===== src/rtl/ss_edge_monitor.sv =====
`default_nettype none
// +------------------------------------------------------------------------+
// | Module      : ss_edge_monitor                                          |
// | Description : Multi-channel input monitor. Each channel synchronises  |
// |               a raw asynchronous input, debounces it, and reports      |
// |               qualifying filtered edges as a pulse, a sticky flag and  |
// |               a saturating event count.                                |
// | Revision    : 1.0 - initial release                                    |
// +------------------------------------------------------------------------+
module ss_edge_monitor #(
  parameter int NUM_CH      = 4,
  parameter int SYNC_STAGES = 2,
  parameter int DEB_W       = 8,
  parameter int CNT_W       = 8
) (
  input  logic                      i_clk,
  input  logic                      i_rst_n,
  input  logic [NUM_CH-1:0]         i_signal,
  input  logic [2*NUM_CH-1:0]       i_mode,
  input  logic [DEB_W-1:0]          i_deb_len,
  input  logic [NUM_CH-1:0]         i_clr,
  output logic [NUM_CH-1:0]         o_level,
  output logic [NUM_CH-1:0]         o_pulse,
  output logic [NUM_CH-1:0]         o_sticky,
  output logic [NUM_CH*CNT_W-1:0]   o_cnt,
  output logic                      o_any
);

  typedef enum logic {
    ST_STABLE = 1'b0,
    ST_CHECK  = 1'b1
  } deb_state_t;

  localparam logic [1:0] MODE_RISE = 2'b01;
  localparam logic [1:0] MODE_FALL = 2'b10;
  localparam logic [1:0] MODE_BOTH = 2'b11;

  for (genvar k = 0; k < NUM_CH; k++) begin : g_ch
    logic [SYNC_STAGES-1:0] sync;
    logic                   s;
    deb_state_t             state, state_nxt;
    logic [DEB_W-1:0]       dcnt, dcnt_nxt;
    logic                   f, f_nxt;
    logic                   pulse, pulse_nxt;
    logic                   sticky;
    logic [CNT_W-1:0]       cnt;
    logic [1:0]             mode;

    assign s    = sync[SYNC_STAGES-1];
    assign mode = i_mode[2*k +: 2];

    // Synchroniser chain bringing the raw input into the clock domain.
    always_ff @(posedge i_clk or negedge i_rst_n) begin
      if (!i_rst_n) sync <= '0;
      else          sync <= {sync[SYNC_STAGES-2:0], i_signal[k]};
    end

    // Debounce next-state: f only follows s after L+1 consecutive mismatching
    // cycles; the >= compare lets a shrunk L release a pending change at once.
    always_comb begin
      state_nxt = state;
      dcnt_nxt  = dcnt;
      f_nxt     = f;
      case (state)
        ST_STABLE: begin
          if (s != f) begin
            if (i_deb_len == '0) begin
              f_nxt = s;
            end else begin
              dcnt_nxt  = DEB_W'(1);
              state_nxt = ST_CHECK;
            end
          end
        end
        ST_CHECK: begin
          if (s == f) begin
            dcnt_nxt  = '0;
            state_nxt = ST_STABLE;
          end else if (dcnt >= i_deb_len) begin
            f_nxt     = s;
            dcnt_nxt  = '0;
            state_nxt = ST_STABLE;
          end else begin
            dcnt_nxt  = dcnt + DEB_W'(1);
          end
        end
        default: begin
          dcnt_nxt  = '0;
          state_nxt = ST_STABLE;
        end
      endcase
    end

    // Edge qualification against the channel mode, evaluated on the filtered value.
    always_comb begin
      pulse_nxt = 1'b0;
      case (mode)
        MODE_RISE: pulse_nxt = f_nxt & ~f;
        MODE_FALL: pulse_nxt = ~f_nxt & f;
        MODE_BOTH: pulse_nxt = f_nxt ^ f;
        default:   pulse_nxt = 1'b0;
      endcase
    end

    // Debounce state, filtered level and pulse registers.
    always_ff @(posedge i_clk or negedge i_rst_n) begin
      if (!i_rst_n) begin
        state <= ST_STABLE;
        dcnt  <= '0;
        f     <= 1'b0;
        pulse <= 1'b0;
      end else begin
        state <= state_nxt;
        dcnt  <= dcnt_nxt;
        f     <= f_nxt;
        pulse <= pulse_nxt;
      end
    end

    // Sticky flag and saturating counter update on the same edge as the pulse,
    // so a pulse coinciding with a clear is never lost.
    always_ff @(posedge i_clk or negedge i_rst_n) begin
      if (!i_rst_n) begin
        sticky <= 1'b0;
        cnt    <= '0;
      end else begin
        if (pulse_nxt)     sticky <= 1'b1;
        else if (i_clr[k]) sticky <= 1'b0;

        if (i_clr[k])                      cnt <= pulse_nxt ? CNT_W'(1) : '0;
        else if (pulse_nxt && (cnt != '1)) cnt <= cnt + CNT_W'(1);
      end
    end

    assign o_level[k]              = f;
    assign o_pulse[k]              = pulse;
    assign o_sticky[k]             = sticky;
    assign o_cnt[k*CNT_W +: CNT_W] = cnt;
  end

  assign o_any = |o_sticky;

endmodule
`default_nettype wire


===== config.mk =====
export PLATFORM = sky130hd
export DESIGN_NAME = ss_edge_monitor
export DESIGN_NICKNAME = d
export VERILOG_FILES = /design/src/rtl/ss_edge_monitor.sv
export SDC_FILE = /design/constraint.sdc
export NUM_CORES = 1
export LEC_CHECK = 0
export BUFFER_PORTS_ARGS = -buffer_cell sky130_fd_sc_hd__buf_4
export CAP_MARGIN = 5
export CORE_MARGIN = 8
export CORE_UTILIZATION = 53
export CTS_BUF_LIST = sky130_fd_sc_hd__clkbuf_8 sky130_fd_sc_hd__clkbuf_16
export CTS_CLUSTER_DIAMETER = 100
export DETAILED_ROUTE_END_ITERATION = 8
export PLACE_DENSITY = 0.84
export SLEW_MARGIN = 20
export SYNTH_ARGS = -nofsm -noshare
export SYNTH_HDL_FRONTEND = slang
export SYNTH_SLANG_ARGS = --single-unit

===== constraint.sdc =====
create_clock -name i_clk -period 4.9 [get_ports i_clk]
set_input_delay 0.98 -clock i_clk [delete_from_list [all_inputs] [get_ports i_clk]]
set_output_delay 0.98 -clock i_clk [all_outputs]
set_load 0.01 [all_outputs]

# Word-level counts from Yosys, hierarchy flattened
# Index checks and enable logic that the tools add are counted.
[classes]
add_sub_neg = 8
magnitude_cmp = 4
eq_ne = 32
muxes = 78
bitwise = 24
reduce_logical = 18
[op_table]
columns = ["operator", "n"]
rows = [
  ["$mux 8", 21],
  ["$add 8x1->8 const B", 8],
  ["$pmux 8 s2", 4],
  ["$mux 1", 41],
  ["$ge 8x8->1", 4],
  ["$ne 8x8->1 const B", 4],
  ["$eq 2x2->1 const B", 8],
  ["$ne 2x2->1 const B", 8],
  ["$pmux 1 s2", 8],
  ["$reduce_bool 2->1", 8],
  ["$not 1->1", 12],
  ["$pmux 1 s3", 4],
  ["$and 1x1->1", 8],
  ["$eq 2x1->1 const B", 4],
  ["$logic_not 8->1", 1],
  ["$reduce_and 2->1", 4],
  ["$eq 1x1->1", 4],
  ["$logic_and 1x1->1", 4],
  ["$ne 1x1->1", 4],
  ["$reduce_or 4->1", 1],
  ["$xor 1x1->1", 4],
]
[word_totals]
reg_bits = 88
inputBits = 26
word_cells = 192

# Depth between registers and ports, before layout
# Gate-level depths: netlist (run 1).
[logic_depth]
ltp_word = 10
mapped_depth = 16
depth_no_buf = 15

# Least setup slack after synthesis (run 1)
# OpenSTA, ideal clock, no wires.
[synth_timing]
path_kind = "input port to flip-flop"
start = "in i_deb_len[7]"
end = "reg g_ch[3].cnt[3]"
arrival_time_ns = 4.003
setup_slack_ns = 0.777
stages = 16
path_buffers = 1
cell_sequence = "inv_1 > ha_1 > or3b_1 > a2111oi_4 > o21ai_1 > inv_2 > nor2_1 > mux2_1 > ha_1 > nand2_1 > nand3_1 > o31ai_1 > nand3b_1 > buf_4 > o311a_1 > a31o_1"
[synth_between]
elab_chain_len = 9
word_cells_on_any_way = 14
cone_classes = "order compare (1); mux (6); bitwise (4); reduce/logical (3)"
[synth_lines]
columns = ["element", "line_no", "text"]
rows = [
  ["start: declaration", "20", "input logic [DEB_W-1:0] i_deb_len,"],
  ["$ge 8x8->1 / $logic_not 8->1 (equally long branches)", "79, 67", ""],
  ["$mux 1 (on tied branches)", "79, 67", ""],
  ["$mux 1 (on tied branches)", "76, 66", ""],
  ["$pmux 1 s2 *", "64", "case (state)"],
  ["$not 1->1", "99", "MODE_FALL: pulse_nxt = ~f_nxt & f;"],
  ["$and 1x1->1", "99", ""],
  ["$pmux 1 s3 *", "97", "case (mode)"],
  ["$logic_and 1x1->1 *", "131", "else if (pulse_nxt && (cnt != '1)) cnt <= cnt + CNT_W'(1);"],
  ["$reduce_bool 2->1 (no line) *", "--", ""],
  ["end signal: assignment", "130", "if (i_clr[k]) cnt <= pulse_nxt ? CNT_W'(1) : '0;"],
  ["end signal: assignment", "131", ""],
  ["end: declaration", "46", "logic [CNT_W-1:0] cnt;"],
]
# Every way passes the cells marked *; elsewhere a longest branch is shown, timed or not.
# A chain may end at the register's enable or synchronous reset.

# Final worst setup path (run 1)
[layout_timing]
start = "in i_deb_len[0]"
end = "reg g_ch[2].cnt[4]"
[layout_between]
elab_chain_len = 9
word_cells_on_any_way = 14
cone_classes = "order compare (1); mux (6); bitwise (4); reduce/logical (3)"
[layout_lines]
columns = ["element", "line_no"]
rows = [
  ["$ge 8x8->1 / $logic_not 8->1 (equally long branches)", "79, 67"],
  ["$mux 1 (on tied branches)", "79, 67"],
  ["$mux 1 (on tied branches)", "76, 66"],
  ["$pmux 1 s2 *", "64"],
  ["$not 1->1", "99"],
  ["$and 1x1->1", "99"],
  ["$pmux 1 s3 *", "97"],
  ["$logic_and 1x1->1 *", "131"],
  ["$reduce_bool 2->1 (no line) *", "--"],
  ["end signal: assignment", "130"],
  ["end signal: assignment", "131"],
  ["end: declaration", "46"],
]
# Marked as above.

==> results of run 1 <==
[area by class of cell]
class | instances | area, um^2 | share of cell area, %
Clock inverter | 7 | 96.3 | 1.54
Sequential cell | 88 | 2200 | 35.1
Multi-Input combinational cell | 423 | 2980 | 47.6
Timing Repair Buffer | 73 | 548 | 8.74
Clock buffer | 9 | 124 | 1.98
Inverter | 39 | 146 | 2.33
Tap cell | 136 | 170 | 2.71
[per-stage QoR]
| stage | total power, uW | area (um^2) | utilization, % | setup WS (ps) |
|---|---|---|---|---|
| 2_1_floorplan | 1870 | 5480 | - | 777 |
| 3_3_place_gp | 2110 | 6050 | 59.4 | 409 |
| 3_5_place_dp | 2160 | 6050 | 59.4 | 251 |
| 4_1_cts | 2740 | 6270 | 61.6 | 621 |
| 5_1_grt | 2920 | 6270 | 61.6 | 310 |
| 6_report | 2710 | 6270 | 61.6 | 600 |
[per-layer routing]
| metal | global-route usage (%) | wire length (um) |
|---|---|---|
| met2 | 29.5 | 5870 |
| met1 | 22.8 | 5460 |
| met5 | 0 | 0 |
| met3 | 5.95 | 727 |
| met4 | 4.80 | 165 |
[sequential cells by signal, indices dropped and copies added (netlist names)]
signal and cells:
g_ch.dcnt 32, g_ch.pulse 4, g_ch.state 4, g_ch.f 4, g_ch.sync 8, g_ch.cnt 32, g_ch.sticky 4
[final timing paths]
check	depth (start not counted)	to	slack, ps	start
worst max-delay path	14	g_ch[2].cnt[4]	600	i_deb_len[0]
worst min-delay path	0	g_ch[2].sync[1]	360	g_ch[2].sync[0]
worst max register to register	14	g_ch[2].cnt[4]	850	g_ch[2].dcnt[0]
worst min register to register	0	g_ch[2].sync[1]	360	g_ch[2].sync[0]
max in group asynchronous	2	g_ch[3].sync[1]	3310	i_rst_n
min in group asynchronous	1	g_ch[3].cnt[3]	660	i_rst_n
[where the power goes]
| part | total [uW] | internal, uW | switching, uW |
|---|---|---|---|
| Combinational | 1120 | 480 | 637 |
| Clock | 557 | 288 | 269 |
| Sequential | 1040 | 863 | 172 |
[cell usage in the layout (no fill, tap or decap), types with 9 or more instances in the layout]
master / n
nand2_1: 40
o21ai_1: 25
o21ai_0: 21
and3_1: 12
o31ai_1: 14
buf_4: 73
a21o_1: 12
ha_1: 44
nor2b_1: 9
nor3_1: 10
inv_1: 37
xor2_1: 11
a21oi_1: 34
dfrtp_1: 88
nand2b_1: 9
clkbuf_8: 9
or4_1: 12
nor2_1: 30
nand3_1: 31
[critical path: stages]
cell and delay (ps):
buf_4 150, ha_1 280, nand2b_1 130, a2111oi_0 420, o21bai_1 220, a21oi_1 230, nor2_1 110, mux2_1 330
ha_1 270, o21ai_0 330, o2bb2ai_1 200, nand2_1 260, or4_1 530, a21oi_1 160
[kinds of logic after synthesis]
kind of cell               count (synthesis)  synth area share [%]
DFF                                       88                  40.2
AOI/OAI and AO/OA                        165                  21.2
xor gates and xnor gates                  12                  1.92
buffers and inverters                     63                  5.37
muxes                                     11                  2.17
adders and majority gates                 44                  10.0
and+or+nand+nor                          191                  19.1
==> flow_metrics.env, run 1 <==
export IMPL_place_hpwl_mm=9.25
export IMPL_antenna_found_initial=0
export IMPL_cts_max_path_buffers=2
export IMPL_nets=704
export IMPL_synthToLayoutAreaGrowth_pct=14.4
export IMPL_gp_congestion=0.832
export IMPL_leakagePower_uw=0.00293
export IMPL_critPathRequiredTime_ps=5190
export IMPL_min_path_type="reg2reg"
export IMPL_netlist_area_mm2=0.00548
export IMPL_overflow=0
export IMPL_cts_made_buffers=9
export IMPL_yosysMostFrequentCell="dfrtp_1"
export IMPL_slew_headroom_pct=39.8
export IMPL_synth_edff_count=0
export IMPL_cts_tree="built"
export IMPL_synth_common_cells="dfrtp_1 (88), ha_1 (44), nand2_1 (40), inv_1 (36), a21oi_1 (34)"
export IMPL_async_reset_ff_share_pct=100
export IMPL_grtUsageTotal_pct=18.2
export IMPL_grt_pass1_vias=4525
export IMPL_netlist_top_cells_area="dfrtp_1 (40%), ha_1 (10%), a21oi_1 (3.1%)"
export IMPL_avgViaCountPerCell=5.85
export IMPL_cap_viol_max_count=0
export IMPL_power_density_mw_per_mm2=432
export IMPL_drt_initial_drc_count=287
export IMPL_netlist_area_leader_share_pct=40.2
export IMPL_syn_nets=644
export IMPL_io_pins=71
export IMPL_worstMarginPinSlew_ps=899
export IMPL_clock_latency_ps=370
export IMPL_drt_total_wl_mm=12.2
export IMPL_synth_cells=574
export IMPL_seq_area_frac_synth_pct=40.2
export IMPL_hold_viol_final=0
export IMPL_clk_pin_slew_ps=90
export IMPL_start_kind="input port"
export IMPL_syn_avg_cell_area_um2=9.55
export IMPL_port_buffers=70
export IMPL_timing_hold_ws_ps=358
export IMPL_n_fill_cell=885
export IMPL_diodes=0
export IMPL_coreArea_mm2=0.0102
export IMPL_clock_skew_final_ps=11.8
export IMPL_drive_gt1_share_pct=16.9
export IMPL_ant_nets=0
export IMPL_clock_sinks=88
export IMPL_setup_violations=0
export IMPL_finalCritPeriodShare_pct=87.8
export IMPL_grt_max_degree=55
export IMPL_rows=37
export IMPL_fmax_mhz=233
export IMPL_crit_type="in2reg"
export IMPL_rsz0062_at_grt="false"
export IMPL_end_kind="flip-flop"
export IMPL_drtPass1Iterations=4
export IMPL_die_h_um=118
export IMPL_ctsHoldBuffers=0
export IMPL_start_util_pct=53.8
export IMPL_num_vias=4536
export IMPL_final_cells=775
export IMPL_period_needed_ps=4300
export IMPL_wl_per_cell_um=15.8
export IMPL_ys_warn_count=0
export IMPL_yosysTopAreaCell="dfrtp_1"
export IMPL_die_area_mm2=0.0138
export IMPL_synthFlopType="dfrtp_1"
export IMPL_htree_num_levels=3
export IMPL_postCtsSetupBuffers=0
export IMPL_cts_root_buffer="clkbuf_8"
export IMPL_worst_path_max_fanout=12
export IMPL_drc_errors=0
export IMPL_vdd_ir_drop_max_mv=0.335
export IMPL_tns_ps=0
export IMPL_die_w_um=118
export IMPL_synth_cell_type_count=65
export IMPL_outcome="complete, no violations"
export IMPL_grt_pass1_wl_mm=21.2
export IMPL_ys_ff_latch=88
export IMPL_finalMaxSlewViolations=0
export IMPL_worstPathArrival_ps=4590
export IMPL_cts_resized=0
export IMPL_placed_cells=759
Power figures use the tool's default switching activity.
==> run 2, diff against run 1 <==
==> constraint.sdc (replaced) <==
create_clock -name i_clk -period 5.4 [get_ports i_clk]
set_input_delay 1.08 -clock i_clk [delete_from_list [all_inputs] [get_ports i_clk]]
set_output_delay 1.08 -clock i_clk [all_outputs]
set_load 0.01 [all_outputs]
==> flow_metrics.env, run 2 (synthesis results as in run 1) <==
export IMPL_outcome="complete, no violations"
export IMPL_grtUsageTotal_pct=17.7
export IMPL_drt_met1_wl_mm=5.61
export IMPL_antenna_found_initial=0
export IMPL_finalCritPeriodShare_pct=84.2
export IMPL_end_kind="flip-flop"
export IMPL_overflow=0
export IMPL_nets=702
export IMPL_htree_num_levels=3
export IMPL_grt_pass1_wl_mm=20.7
export IMPL_ctsHoldBuffers=0
export IMPL_synthToLayoutAreaGrowth_pct=13.9
export IMPL_grt_max_degree=49
export IMPL_cts_tree="built"
export IMPL_die_area_mm2=0.0138
export IMPL_clock_latency_ps=370
export IMPL_wl_met2_mm=5.88
export IMPL_ant_nets=0
export IMPL_postCtsSetupBuffers=0
export IMPL_min_path_type="reg2reg"
export IMPL_cap_viol_max_count=0
export IMPL_vdd_ir_drop_max_mv=0.285
export IMPL_worstPathArrival_ps=4830
export IMPL_leakagePower_uw=0.00291
export IMPL_fin_area_mm2=0.00624
export IMPL_gp_congestion=0.848
export IMPL_grt_pass1_vias=4442
export IMPL_clock_skew_final_ps=7.18
export IMPL_final_cell_mix="dfrtp_1 (88), buf_4 (71), ha_1 (44)"
export IMPL_slew_headroom_pct=42.5
export IMPL_coreArea_mm2=0.0102
export IMPL_finalMaxSlewViolations=0
export IMPL_start_util_pct=53.8
export IMPL_drt_initial_drc_count=239
export IMPL_critPathRequiredTime_ps=5690
export IMPL_placed_area_mm2=0.00604
export IMPL_io_pins=71
export IMPL_drive_gt1_share_pct=16.8
export IMPL_wl_per_cell_um=15.8
export IMPL_period_needed_ps=4550
export IMPL_timing_hold_ws_ps=354
export IMPL_drc_errors=0
export IMPL_port_buffers=70
export IMPL_route_met3_wl_um=539
export IMPL_clk_pin_slew_ps=90
export IMPL_cts_root_buffer="clkbuf_8"
export IMPL_tns_ps=0
export IMPL_rsz0062_at_grt="false"
export IMPL_worst_path_max_fanout=13
export IMPL_place_hpwl_mm=9.26
export IMPL_fin_util_pct=61.3
export IMPL_setup_violations=0
export IMPL_top_layer="met4"
export IMPL_die_w_um=118
export IMPL_crit_type="in2reg"
export IMPL_cts_resized=0
export IMPL_clock_sinks=88
export IMPL_power_density_mw_per_mm2=389
export IMPL_reg_top3="g_ch.cnt x32, g_ch.dcnt x32, g_ch.sync x8"
export IMPL_die_h_um=118
export IMPL_cts_max_path_buffers=2
export IMPL_drtPass1Iterations=5
export IMPL_drt_total_wl_mm=12.2
export IMPL_num_vias=4530
export IMPL_hold_viol_final=0
export IMPL_n_fill_cell=857
export IMPL_rows=37
export IMPL_fmax_mhz=220
export IMPL_mostFrequentLayoutCell="dfrtp_1"
export IMPL_worstMarginPinSlew_ps=859
export IMPL_start_kind="input port"
export IMPL_diodes=0
export IMPL_cts_made_buffers=9
export IMPL_avgViaCountPerCell=5.86
==> run 2: worst paths after layout <==
path / startpoint / endpoint / slack [ps] / depth (start not counted)
worst max-delay path: i_deb_len[7] / g_ch[3].cnt[7] / 850 / 16
worst min-delay path: g_ch[2].sync[0] / g_ch[2].sync[1] / 350 / 0
worst max register to register: g_ch[3].dcnt[7] / g_ch[3].cnt[7] / 1320 / 14
worst min register to register: g_ch[2].sync[0] / g_ch[2].sync[1] / 350 / 0
max in group asynchronous: i_rst_n / g_ch[0].cnt[3] / 3710 / 2
min in group asynchronous: i_rst_n / g_ch[3].dcnt[4] / 680 / 1
==> run 2: critical path: stages <==
cell and delay (ps):
buf_4 100, inv_1 90, ha_1 230, or3b_1 430, a2111oi_4 380, o21ai_1 130, inv_2 80, nor2_1 70
mux2_1 340, ha_1 290, nand2_1 70, nand3_1 70, o31ai_1 230, nand3b_1 410, or4_1 640, a21oi_1 180
==> run 2: cell type report <==
class / instances / area [um^2] / share of cell area (%)
multi-input cells: 423 / 2980 / 47.8
flip-flops and latches: 88 / 2200 / 35.3
repair buffers: 71 / 533 / 8.54
well taps: 136 / 170 / 2.73
inverters: 39 / 146 / 2.35
clock buffers: 10 / 138 / 2.21
clock inverters: 6 / 67.6 / 1.08
==> run 2: stage by stage <==
step	worst slack, ps	power (uW)	std cells
final	852	2430	773
after global routing	612	2610	773
after CTS	878	2440	773
after detailed placement	508	1960	757
after global placement	697	1900	757
after floorplan	1180	1700	574
==> run 2: routing by layer <==
layer | track usage, % | vias to the layer above
met3 | 3.41 | 15
li1 | - | 2225
met5 | 0 | -
met4 | 7.45 | 0
met1 | 22.3 | 2186
met2 | 29.1 | 104
==> run 2: power by group <==
| part | leakage, uW | switching (uW) | internal (uW) |
|---|---|---|---|
| registers | 0.00117 | 153 | 783 |
| logic | 0.00164 | 582 | 435 |
| clock network | 0.0000989 | 248 | 228 |
